[src/rtl/priv_trap_sequencer.sv]
// Trap / mret sequencer: drain the pipe, commit CSRs, redirect the PC.
// Optional macro RMGMT_EXC_EN adds the resource-management exception.
module priv_trap_sequencer (
  input  logic        CLK,
  input  logic        RST,
  input  logic [8:0]  exc_req,
`ifdef RMGMT_EXC_EN
  input  logic        ex_rmgmt,
  input  logic [1:0]  ex_rmgmt_cause,
`endif
  input  logic        timer_int,
  input  logic        soft_int,
  input  logic        ext_int,
  input  logic        mie_t,
  input  logic        mie_s,
  input  logic        mie_e,
  input  logic        mstatus_ie,
  input  logic        mstatus_ie1,
  input  logic        ret,
  input  logic [31:0] epc,
  input  logic [31:0] badaddr,
  input  logic [31:0] mtvec,
  input  logic [31:0] mepc,
  input  logic        pipe_drained,
  output logic        pipe_clear,
  output logic        mcause_rup,
  output logic        mepc_rup,
  output logic        mbadaddr_rup,
  output logic        mstatus_rup,
  output logic [31:0] mcause_next,
  output logic [31:0] mepc_next,
  output logic [31:0] mbadaddr_next,
  output logic        mstatus_ie_next,
  output logic        mstatus_ie1_next,
  output logic        insert_pc,
  output logic [31:0] priv_pc,
  output logic        busy
);

  typedef enum logic [1:0] {
    IDLE, DRAIN, COMMIT, REDIRECT
  } state_e;

  state_e      state_q, state_d;
  logic        trap_q;
  logic [31:0] cause_q, epc_q, bad_q, pc_q;
  logic        ie_q, ie1_q;

  logic        exc_any, int_e, int_s, int_t;
  logic        take_trap, take_ret;
  logic [31:0] cause_sel;

`ifdef RMGMT_EXC_EN
  assign exc_any = (|exc_req) | ex_rmgmt;
`else
  assign exc_any = |exc_req;
`endif

  assign int_e = mstatus_ie & ext_int & mie_e;
  assign int_s = mstatus_ie & soft_int & mie_s;
  assign int_t = mstatus_ie & timer_int & mie_t;

  // Pick the winning request: exceptions, then interrupts, then mret
  always_comb begin
    take_trap = 1'b0;
    take_ret  = 1'b0;
    cause_sel = '0;
    if (exc_any) begin
      take_trap = 1'b1;
      priority case (1'b1)
        exc_req[0]: cause_sel = 32'd0;
        exc_req[1]: cause_sel = 32'd1;
        exc_req[2]: cause_sel = 32'd2;
        exc_req[3]: cause_sel = 32'd3;
        exc_req[4]: cause_sel = 32'd4;
        exc_req[5]: cause_sel = 32'd5;
        exc_req[6]: cause_sel = 32'd6;
        exc_req[7]: cause_sel = 32'd7;
        exc_req[8]: cause_sel = 32'd11;
        default: begin
`ifdef RMGMT_EXC_EN
          cause_sel = 32'd24 + {30'd0, ex_rmgmt_cause};
`else
          cause_sel = 32'd0;
`endif
        end
      endcase
    end else if (int_e) begin
      take_trap = 1'b1;
      cause_sel = 32'h8000_000B;
    end else if (int_s) begin
      take_trap = 1'b1;
      cause_sel = 32'h8000_0003;
    end else if (int_t) begin
      take_trap = 1'b1;
      cause_sel = 32'h8000_0007;
    end else if (ret) begin
      take_ret = 1'b1;
    end
  end

  // Next state and outputs; reset blanks everything at once
  always_comb begin
    state_d          = state_q;
    pipe_clear       = 1'b0;
    mcause_rup       = 1'b0;
    mepc_rup         = 1'b0;
    mbadaddr_rup     = 1'b0;
    mstatus_rup      = 1'b0;
    mstatus_ie_next  = ie_q;
    mstatus_ie1_next = ie1_q;
    insert_pc        = 1'b0;
    priv_pc          = pc_q;
    mcause_next      = cause_q;
    mepc_next        = epc_q;
    mbadaddr_next    = bad_q;
    busy             = (state_q != IDLE);
    unique case (state_q)
      IDLE: begin
        if (take_trap || take_ret) state_d = DRAIN;
      end
      DRAIN: begin
        pipe_clear = 1'b1;
        if (pipe_drained) state_d = COMMIT;
      end
      COMMIT: begin
        state_d     = REDIRECT;
        mstatus_rup = 1'b1;
        if (trap_q) begin
          mcause_rup       = 1'b1;
          mepc_rup         = 1'b1;
          mbadaddr_rup     = 1'b1;
          mstatus_ie_next  = 1'b0;
          mstatus_ie1_next = mstatus_ie;
        end else begin
          mstatus_ie_next  = mstatus_ie1;
          mstatus_ie1_next = 1'b1;
        end
      end
      REDIRECT: begin
        state_d   = IDLE;
        insert_pc = 1'b1;
        priv_pc   = trap_q ? mtvec : mepc;
      end
      default: state_d = IDLE;
    endcase
    if (RST) begin
      state_d          = IDLE;
      pipe_clear       = 1'b0;
      mcause_rup       = 1'b0;
      mepc_rup         = 1'b0;
      mbadaddr_rup     = 1'b0;
      mstatus_rup      = 1'b0;
      mstatus_ie_next  = 1'b0;
      mstatus_ie1_next = 1'b0;
      insert_pc        = 1'b0;
      priv_pc          = '0;
      mcause_next      = '0;
      mepc_next        = '0;
      mbadaddr_next    = '0;
      busy             = 1'b0;
    end
  end

  // State register plus latched request and held output values
  always_ff @(posedge CLK) begin
    if (RST) begin
      state_q <= IDLE;
      trap_q  <= 1'b0;
      cause_q <= '0;
      epc_q   <= '0;
      bad_q   <= '0;
      pc_q    <= '0;
      ie_q    <= 1'b0;
      ie1_q   <= 1'b0;
    end else begin
      state_q <= state_d;
      ie_q    <= mstatus_ie_next;
      ie1_q   <= mstatus_ie1_next;
      pc_q    <= priv_pc;
      if (state_q == IDLE && state_d == DRAIN) begin
        trap_q  <= take_trap;
        cause_q <= cause_sel;
        epc_q   <= epc;
        bad_q   <= badaddr;
      end
    end
  end

endmodule

[config.mk]
export PLATFORM = sky130hd
export DESIGN_NAME = priv_trap_sequencer
export DESIGN_NICKNAME = d
export VERILOG_FILES = /design/src/rtl/priv_trap_sequencer.sv
export SDC_FILE = /design/constraint.sdc
export NUM_CORES = 1
export LEC_CHECK = 0
export BUFFER_PORTS_ARGS = -buffer_cell sky130_fd_sc_hd__buf_2
export CAP_MARGIN = 20
export CORE_ASPECT_RATIO = 0.9
export CORE_MARGIN = 2
export CORE_UTILIZATION = 40
export CTS_CLUSTER_SIZE = 12
export DETAILED_ROUTE_END_ITERATION = 7
export PLACE_DENSITY = 0.76
export SYNTH_ARGS = -nofsm -noshare
export SYNTH_HDL_FRONTEND = slang
export SYNTH_SLANG_ARGS = --single-unit
export TNS_END_PERCENT = 10
[constraint.sdc]
create_clock -name CLK -period 1.9 [get_ports CLK]
set_input_delay 0.38 -clock CLK [delete_from_list [all_inputs] [get_ports CLK]]
set_output_delay 0.38 -clock CLK [all_outputs]
set_load 0.005 [all_outputs]
# == Word-level counts from Yosys, hierarchy flattened ==
# Cells that the tools add are included.
# classes
muxes,48
bitwise_logic,6
reduce_logical,5
n_eq_ne,4
# ops
operator,n
32-bit two-way mux,14
1-bit two-way mux,25
4-bit two-way mux,5
9-bit OR reduction,1
2-bit case mux with 4 select lines,1
1-bit bitwise AND,6
2-bit two-way mux,3
"2-bit by 1-bit equality test with 1-bit output, second input constant",2
"2-bit equality test, second input constant",2
2-bit zero test,1
2-bit nonzero test,1
1-bit logical AND,1
1-bit logical OR,1
# totals
ff_bits,133
out_inout_bits,137

# == Depth between registers and ports, before layout ==
# Gate-level depths: netlist of run 1.
# depth
ltp_word,12
mapped_depth,6

# == Worst setup path after synthesis of run 1 ==
# OpenSTA, ideal clock, no wires.
# synth_timing
path_type,input to register
start,input mie_t
end,register bad_q[0]
n_path_buf,2
slack_ps,60
t_arrival_ps,1719
setup_time_ps,121
cell_stages,6
cell_sequence,a222oi_1 -> o2111ai_2 -> nand2_2 -> buf_12 -> buf_12 -> mux2_4
# synth_between
elab_chain_cells,11
word_cells_on_any_way,15
cone_classes,eq/ne (1); mux (11); bitwise (1); reduce/logical (2)
# synth_rtl
item,line_no,rtl
start: declaration,14,"input logic mie_t,"
1-bit bitwise AND (*),61,assign int_t = mstatus_ie & timer_int & mie_t;
1-bit two-way mux,94,end else if (int_t) begin
1-bit two-way mux,91,end else if (int_s) begin
1-bit two-way mux,88,end else if (int_e) begin
1-bit two-way mux,68,if (exc_any) begin
1-bit logical OR (*),120,if (take_trap || take_ret) state_d = DRAIN;
2-bit two-way mux (*),120,
2-bit case mux with 4 select lines (*),118,unique case (state_q)
2-bit two-way mux (*),147,if (RST) begin
2-bit by 1-bit equality test with 1-bit output (*),181,if (state_q == IDLE && state_d == DRAIN) begin
1-bit logical AND (*),181,
end signal: assignment,185,bad_q <= badaddr;
end: declaration,46,"logic [31:0] cause_q, epc_q, bad_q, pc_q;"
# Mark *: on every way between the ends. The rest lies on a longest branch, timed or not.
# A chain may end at the register's enable or synchronous reset.

# == Worst setup path in the final report of run 1 ==
# layout_timing
start,register state_q[1]
end,output priv_pc[22]
# layout_between
elab_chain_cells,3
# layout_rtl
item,line_no,rtl
start: declaration,44,"state_e state_q, state_d;"
start signal: assignment,177,state_q <= state_d;
2-bit equality test,118,
32-bit two-way mux,118,
32-bit two-way mux,147,
end: declaration,36,"output logic [31:0] priv_pc,"
# Every way passes these cells.

==> results of run 1 <==
## what timing repair did
action | 4_1_cts | 5_1_grt
gates resized for setup | 12 | 42
pin swaps | 5 | 25
setup buffers | 0 | 4
endpoints found under the setup margin | 36 | 33
cloned | 2 | 7
## cell type report
class	count	area, um^2	share of cell area, %
Multi-Input combinational cell	352	2920	39.6
Sequential cell	106	2130	28.8
Timing Repair Buffer	300	1820	24.6
Clock buffer	9	225	3.05
Tap cell	164	205	2.78
Clock inverter	7	76.3	1.03
Inverter	2	7.51	0.102
## flip-flops by register name, indices dropped and copies added, names as in the netlist
| name | flops |
|---|---|
| bad_q | 32 |
| epc_q | 32 |
| pc_q | 32 |
| cause_q | 5 |
| state_q | 2 |
| ie1_q | 1 |
| ie_q | 1 |
| trap_q | 1 |
## routing by layer
layer	share of wire (%)	GRT usage [%]	wire length [um]	vias to the layer above
li1	-	-	-	2257
met1	43	21.8	6000	2124
met2	49	31.0	6870	139
met3	6.1	5.34	849	16
met4	1.4	6.74	192	0
met5	0	0	0	-
## cell families after synthesis
family / Yosys count / synth area share (%)
compound gates: 87 / 12.2
simple gates: 139 / 14.6
buf+inv: 69 / 8.89
flops: 106 / 40.9
other cells: 1 / 0.0722
mux: 98 / 23.4
## cell usage in the layout, fill, tap and decap left out, types with 2 or more instances in the layout
master      instances
clkinvlp_4          2
dfxtp_2             2
or4_1               2
nor3_1              5
buf_12              6
a211oi_1           43
nor2b_1            69
buf_4              27
and2_4              2
nor2_1             41
nor4_1              2
buf_6               4
nor2_2              2
and3_1              2
a211oi_2           23
nand3_1             2
o21ai_0             2
dfxtp_1           103
clkbuf_16          13
mux2_4             40
mux2_2             26
o21bai_1            2
nand2_1             3
inv_6               2
conb_1             27
mux2i_1            16
a21oi_1            10
buf_2             257
mux2i_2            16
inv_1               2
bufbuf_16           2
## where the power goes
part	switching [uW]	internal [uW]
combinational	508	622
clock	848	1030
sequential	41.6	2390
## path summary, 6_finish.rpt
check                 to  slack [ns]  depth (start not counted)
min             bad_q[1]        0.26                          2
min reg2reg  cause_q[31]        0.49                          2
max reg2reg    epc_q[11]        0.39                          6
max          priv_pc[22]      -0.001                          5
## per-stage QoR
step | hold slack, ns | total power [uW] | util (%) | setup WS, ns | std cells
floorplan | 0.445 | 3150 | - | 0.0598 | 526
global placement | 0.456 | 3490 | 52.3 | -0.101 | 911
detailed placement | 0.469 | 3510 | 52.3 | -0.145 | 911
CTS | 0.245 | 5430 | 55.6 | -0.0111 | 929
global route | 0.242 | 5700 | 58.2 | -0.0578 | 940
finish | 0.263 | 5440 | 58.2 | -0.00111 | 940
## Yosys cell counts (2+ instances only)
| library cell | number | area share, % |
|---|---|---|
| a21oi_1 | 10 | 0.96 |
| buf_4 | 31 | 4.5 |
| nor2b_1 | 70 | 8.4 |
| nand3_1 | 2 | 0.19 |
| buf_12 | 5 | 1.9 |
| clkbuf_1 | 22 | 1.6 |
| mux2_2 | 26 | 5.6 |
| or4_1 | 2 | 0.29 |
| inv_1 | 2 | 0.14 |
| dfxtp_1 | 106 | 41 |
| o21bai_1 | 2 | 0.29 |
| and2_1 | 2 | 0.24 |
| nor4_1 | 2 | 0.24 |
| a211oi_1 | 66 | 9.5 |
| nor2_1 | 44 | 3.2 |
| o21ai_0 | 2 | 0.19 |
| mux2_4 | 40 | 12 |
| buf_2 | 4 | 0.39 |
| mux2i_1 | 32 | 6.2 |
| nand2_1 | 3 | 0.22 |
| nor3b_1 | 2 | 0.29 |
| buf_1 | 5 | 0.36 |
| nor3_1 | 5 | 0.48 |
| and3_1 | 2 | 0.24 |
## critical path: cells and delay by family, from the launching register on
kind | cells | cell delay, ns
simple gates | 1 | 0.22
flops | 1 | 0.33
buf+inv | 3 | 0.44
compound gates | 1 | 0.20
==> run summary, run 1 <==
Number of fill cells in the layout: 1149
Die H: 112 um
Hold-fix buffers, CTS: 0
Critical Path, Cell by Cell: and2_4 > buf_4 > buf_6 > a211oi_2 > buf_2
Initial core utilization: 40.9%
DR pass1 iterations: 4
Crit start category: flop
Port Buffer Count: 258
P_leak: 0.00354 uW
Most used flip-flop cell after synthesis: dfxtp_1
TNS Setup: -0.00111 ns
Clock root buffer: clkbuf_16
CTS tree: done
Failing checks: setup timing
Worst Hold Class: input port to flop
RSZ-0062 raised after global routing: true
Sequential area share after synthesis: 40.9%
Slew Limit Fails: 0
Drt drc: 0
H-tree depth: 3
Initial DRC count: 150
Worst setup margin: -0.00111 ns
Post-Syn Instances: 500
Max-Cap Viols: 0
Syn-to-layout area delta: 42.3%
Core area: 0.0127 mm^2
Critical path required time: 1.52 ns
Crit-path max FO: 7
Arr. time, crit path: 1.52 ns
Final instance area: 0.00739 mm^2
Die area: 0.0139 mm^2
IO Count: 286
Post-route antenna net violation count: 0
Worst path max stage delay: 0.33 ns
Die X: 124 um
First-pass GRT wire length: 20.3 mm
CTS sink count: 106
Worst skew pair latency: 0.34 ns
Global route overflow: 0
DP Area: 0.00664 mm^2
Worst IR Drop VDD: 485 uV
Worst setup EP type: output pin
Clock Pin Slew Worst Setup and Hold Paths: 0.07 ns
Row count: 39
Async set-or-reset flop fraction in the synthesized netlist: 0%
Crit Path Class: flop to output pin
Flops & latches, synth: 106
Power density over the cells: 737 mW/mm^2
Vias in the first global route: 4257
Max frequency: 526 MHz
Layout cells sized above 1: 56.2%
Clock Path Buffers: 2
Hold_sp: badaddr[1]
Slowest CP cell: dfxtp_2
DRT Wirelength: 13.9 mm
Number of CTS-inserted buffers: 9
Syn. warnings: 0
Initial antenna violation count: 0
Avg Cell Area, Syn: 10.4 um^2
R2r startpoint: state_q[0]
Outcome: finished with violations
Largest net degree at the start of global routing: 34
Min Tclk post-route: 1.90 ns
Post-Syn Area: 0.00519 mm^2
HPWL Detailed: 9.91 mm
NumNets Final: 920
Netlist cell types: 37
Final cycle utilization of the critical path: 100%
Total track usage: 18.3%
GPL Wtd Cong: 0.802
Wire length per cell: 14.8 um
Worst setup startpoint: state_q[1]
Fin. Hold Viols: 0
Setup-failing EPs final: 1
Final setup skew: 0.00548 ns
Vias: 4536
Vias per cell: 4.83
EDFF count, synth: 0
Antenna cells: 0
Power figures use the tool's default switching activity.
==> inputs of run 2 (changes only) <==
CORE_MARGIN = unset   (was 2)
CTS_BUF_LIST = sky130_fd_sc_hd__clkbuf_4 sky130_fd_sc_hd__clkbuf_8   (was unset)
REMOVE_ABC_BUFFERS = 1   (was unset)
==> run 2 against run 1 <==
The run still ends with setup timing left. Combinational power hardly changed. Maximum frequency is 4.1% lower. Sequential share of layout area up 1.1 points. Total power down 10%. Routed wire length is 9.4% lower. Core utilization fell by 2.2 points. Critical path depth fell by 1. Non-clock buffer count shrank 11. Via count fell by 1.5%. Register-to-register slack worse by 0.25 ns. Setup slack got worse by 0.080 ns. Count of clock-buffer cells in the layout up 3.
==> run summary, run 2 (synthesis results as in run 1) <==
Finished Core Util: 56.0%
Clock Pin Slew Worst Setup and Hold Paths: 0.11 ns
Worst setup startpoint: state_q[1]
Vias: 4467
Vias in the first global route: 3963
Actual slew at the worst max-slew pin: 0.563 ns
Min Tclk post-route: 1.98 ns
Setup crit end: priv_pc[7]
Outcome: finished with violations
Clock root buffer: clkbuf_8
R2R cell count: 5
P_leak: 0.00340 uW
H-tree depth: 3
Arr. time, crit path: 1.60 ns
FF/Latch Area: 0.00213 mm^2
First-pass GRT wire length: 18.6 mm
Row count: 39
Initial DRC count: 133
Total track usage: 17.4%
CTS tree: done
HPWL Detailed: 8.85 mm
Slowest CP cell: dfxtp_2
Reg-to-reg setup timing slack: 0.14 ns
CTS sink count: 106
DRT Wirelength: 12.6 mm
Drt drc: 0
Crit start category: flop
Initial core utilization: 40.9%
Worst Hold Class: input port to flop
Antenna cells: 0
Vias per cell: 4.81
Post-route antenna net violation count: 0
Syn-to-layout area delta: 36.9%
Fin. Hold Viols: 0
Critical path required time: 1.52 ns
Multi-input gate area: 0.00287 mm^2
Global route overflow: 0
Layout cells sized above 1: 54.3%
Biggest regs: bad_q: 32 flops, epc_q: 32 flops, pc_q: 32 flops
Crit Path Class: flop to output pin
Worst IR Drop VDD: 419 uV
Final cycle utilization of the critical path: 104%
Die X: 122 um
Max-Cap Viols: 0
Worst setup EP type: output pin
Slew Limit Fails: 0
Number of fill cells in the layout: 1156
Failing checks: setup timing
Slew headroom: 62.2%
Max frequency: 505 MHz
Most frequent cells in the layout: buf_2, dfxtp_1, nor2b_1
IO Count: 286
Crit-path leading delay family: buffers and inverters
Die H: 110 um
Number of CTS-inserted buffers: 9
Clock Path Buffers: 2
Post-Place Worst Slack: -0.142 ns
RR Endpoint: epc_q[14]
DR pass1 iterations: 6
Die area: 0.0134 mm^2
Final instance area: 0.00711 mm^2
Initial antenna violation count: 0
WHS: 0.221 ns
Setup-failing EPs final: 26
Core area: 0.0127 mm^2
Largest net degree at the start of global routing: 96
RSZ-0062 raised after global routing: true
Worst path max stage delay: 0.33 ns
Port Buffer Count: 258
Stages on worst setup path: 4
Wire length per cell: 13.6 um
Final setup skew: 0.0100 ns
Buf/Inv on CP: 2
GPL Wtd Cong: 0.784
Worst setup margin: -0.0814 ns
Most common cell after layout, fill and taps aside: buf_2
Crit-path max FO: 22
Worst skew pair latency: 0.37 ns
NumNets Final: 908
Critical Path, Cell by Cell: and2_4 > bufbuf_16 > a211oi_2 > buf_2
R2r startpoint: state_q[0]
Power density over the cells: 686 mW/mm^2
DP Area: 0.00660 mm^2
run 2: changes by cell type in the layout (fill, tap and decap cells not counted), moves of 2 or more:
cell / change
a211oi_1: +6
a211oi_2: -6
buf_6: -4
clkbuf_8: +10
nor2_1: +2
clkbuf_4: +2
clkbuf_16: -11
buf_4: -6
run 2: worst min-delay path by stage:
stage / startpoint / end / cells past startpoint
5_1_grt: badaddr[11] / bad_q[11] / 2
3_5_place_dp: cause_q[31] / cause_q[31] / 2
6_report: epc[26] / epc_q[26] / 2
4_1_cts: badaddr[12] / bad_q[12] / 2
2_1_floorplan: cause_q[31] / cause_q[31] / 2
3_3_place_gp: cause_q[31] / cause_q[31] / 2
run 2: worst register-to-register path: stages (launching register included):
cell,delay (ns)
dfxtp_2,0.33
buf_4,0.15
nor3_1,0.48
nand2_4,0.16
buf_4,0.24
mux2_4,0.31
run 2: layout make-up:
type / count / share of cell area [%]
Tap cell: 164 / 2.89
Sequential cell: 106 / 29.9
Inverter: 2 / 0.106
Multi-Input combinational cell: 351 / 40.4
Timing Repair Buffer: 289 / 24.0
Clock inverter: 4 / 0.493
Clock buffer: 12 / 2.15
run 2: power by group:
part | switching, uW | total, uW | leakage [uW] | internal (uW)
logic | 488 | 1100 | 0.00243 | 608
registers | 40.0 | 2430 | 0.000874 | 2390
clock network | 791 | 1350 | 0.0000920 | 557
total | 1320 | 4880 | 0.00340 | 3560
run 2: per-stage QoR:
step,instances,setup TNS [ns],power (uW)
floorplan,459,-105.04,3040
global placement,905,-6.97,3460
detailed placement,905,-6.51,3490
CTS,926,-0.676,4880
global route,928,-3.20,5130
finish,928,-0.707,4880
run 2: routing by layer:
layer  part of all wire [%]  GRT usage [%]  vias up
met3                    6.6           4.37        9
li1                       -              -     2239
met5                      0              0        -
met1                     44           21.4     2066
met2                     48           29.9      153
met4                    1.1           5.05        0
run 2: timing repair:
| item | CTS | global route |
|---|---|---|
| setup buffers | 2 | 0 |
| gates resized for setup | 11 | 31 |
| hold buffers | 0 | 0 |
| gates cloned | 3 | 2 |
| pin swaps | 2 | 3 |
| setup endpoints to repair | 36 | 34 |
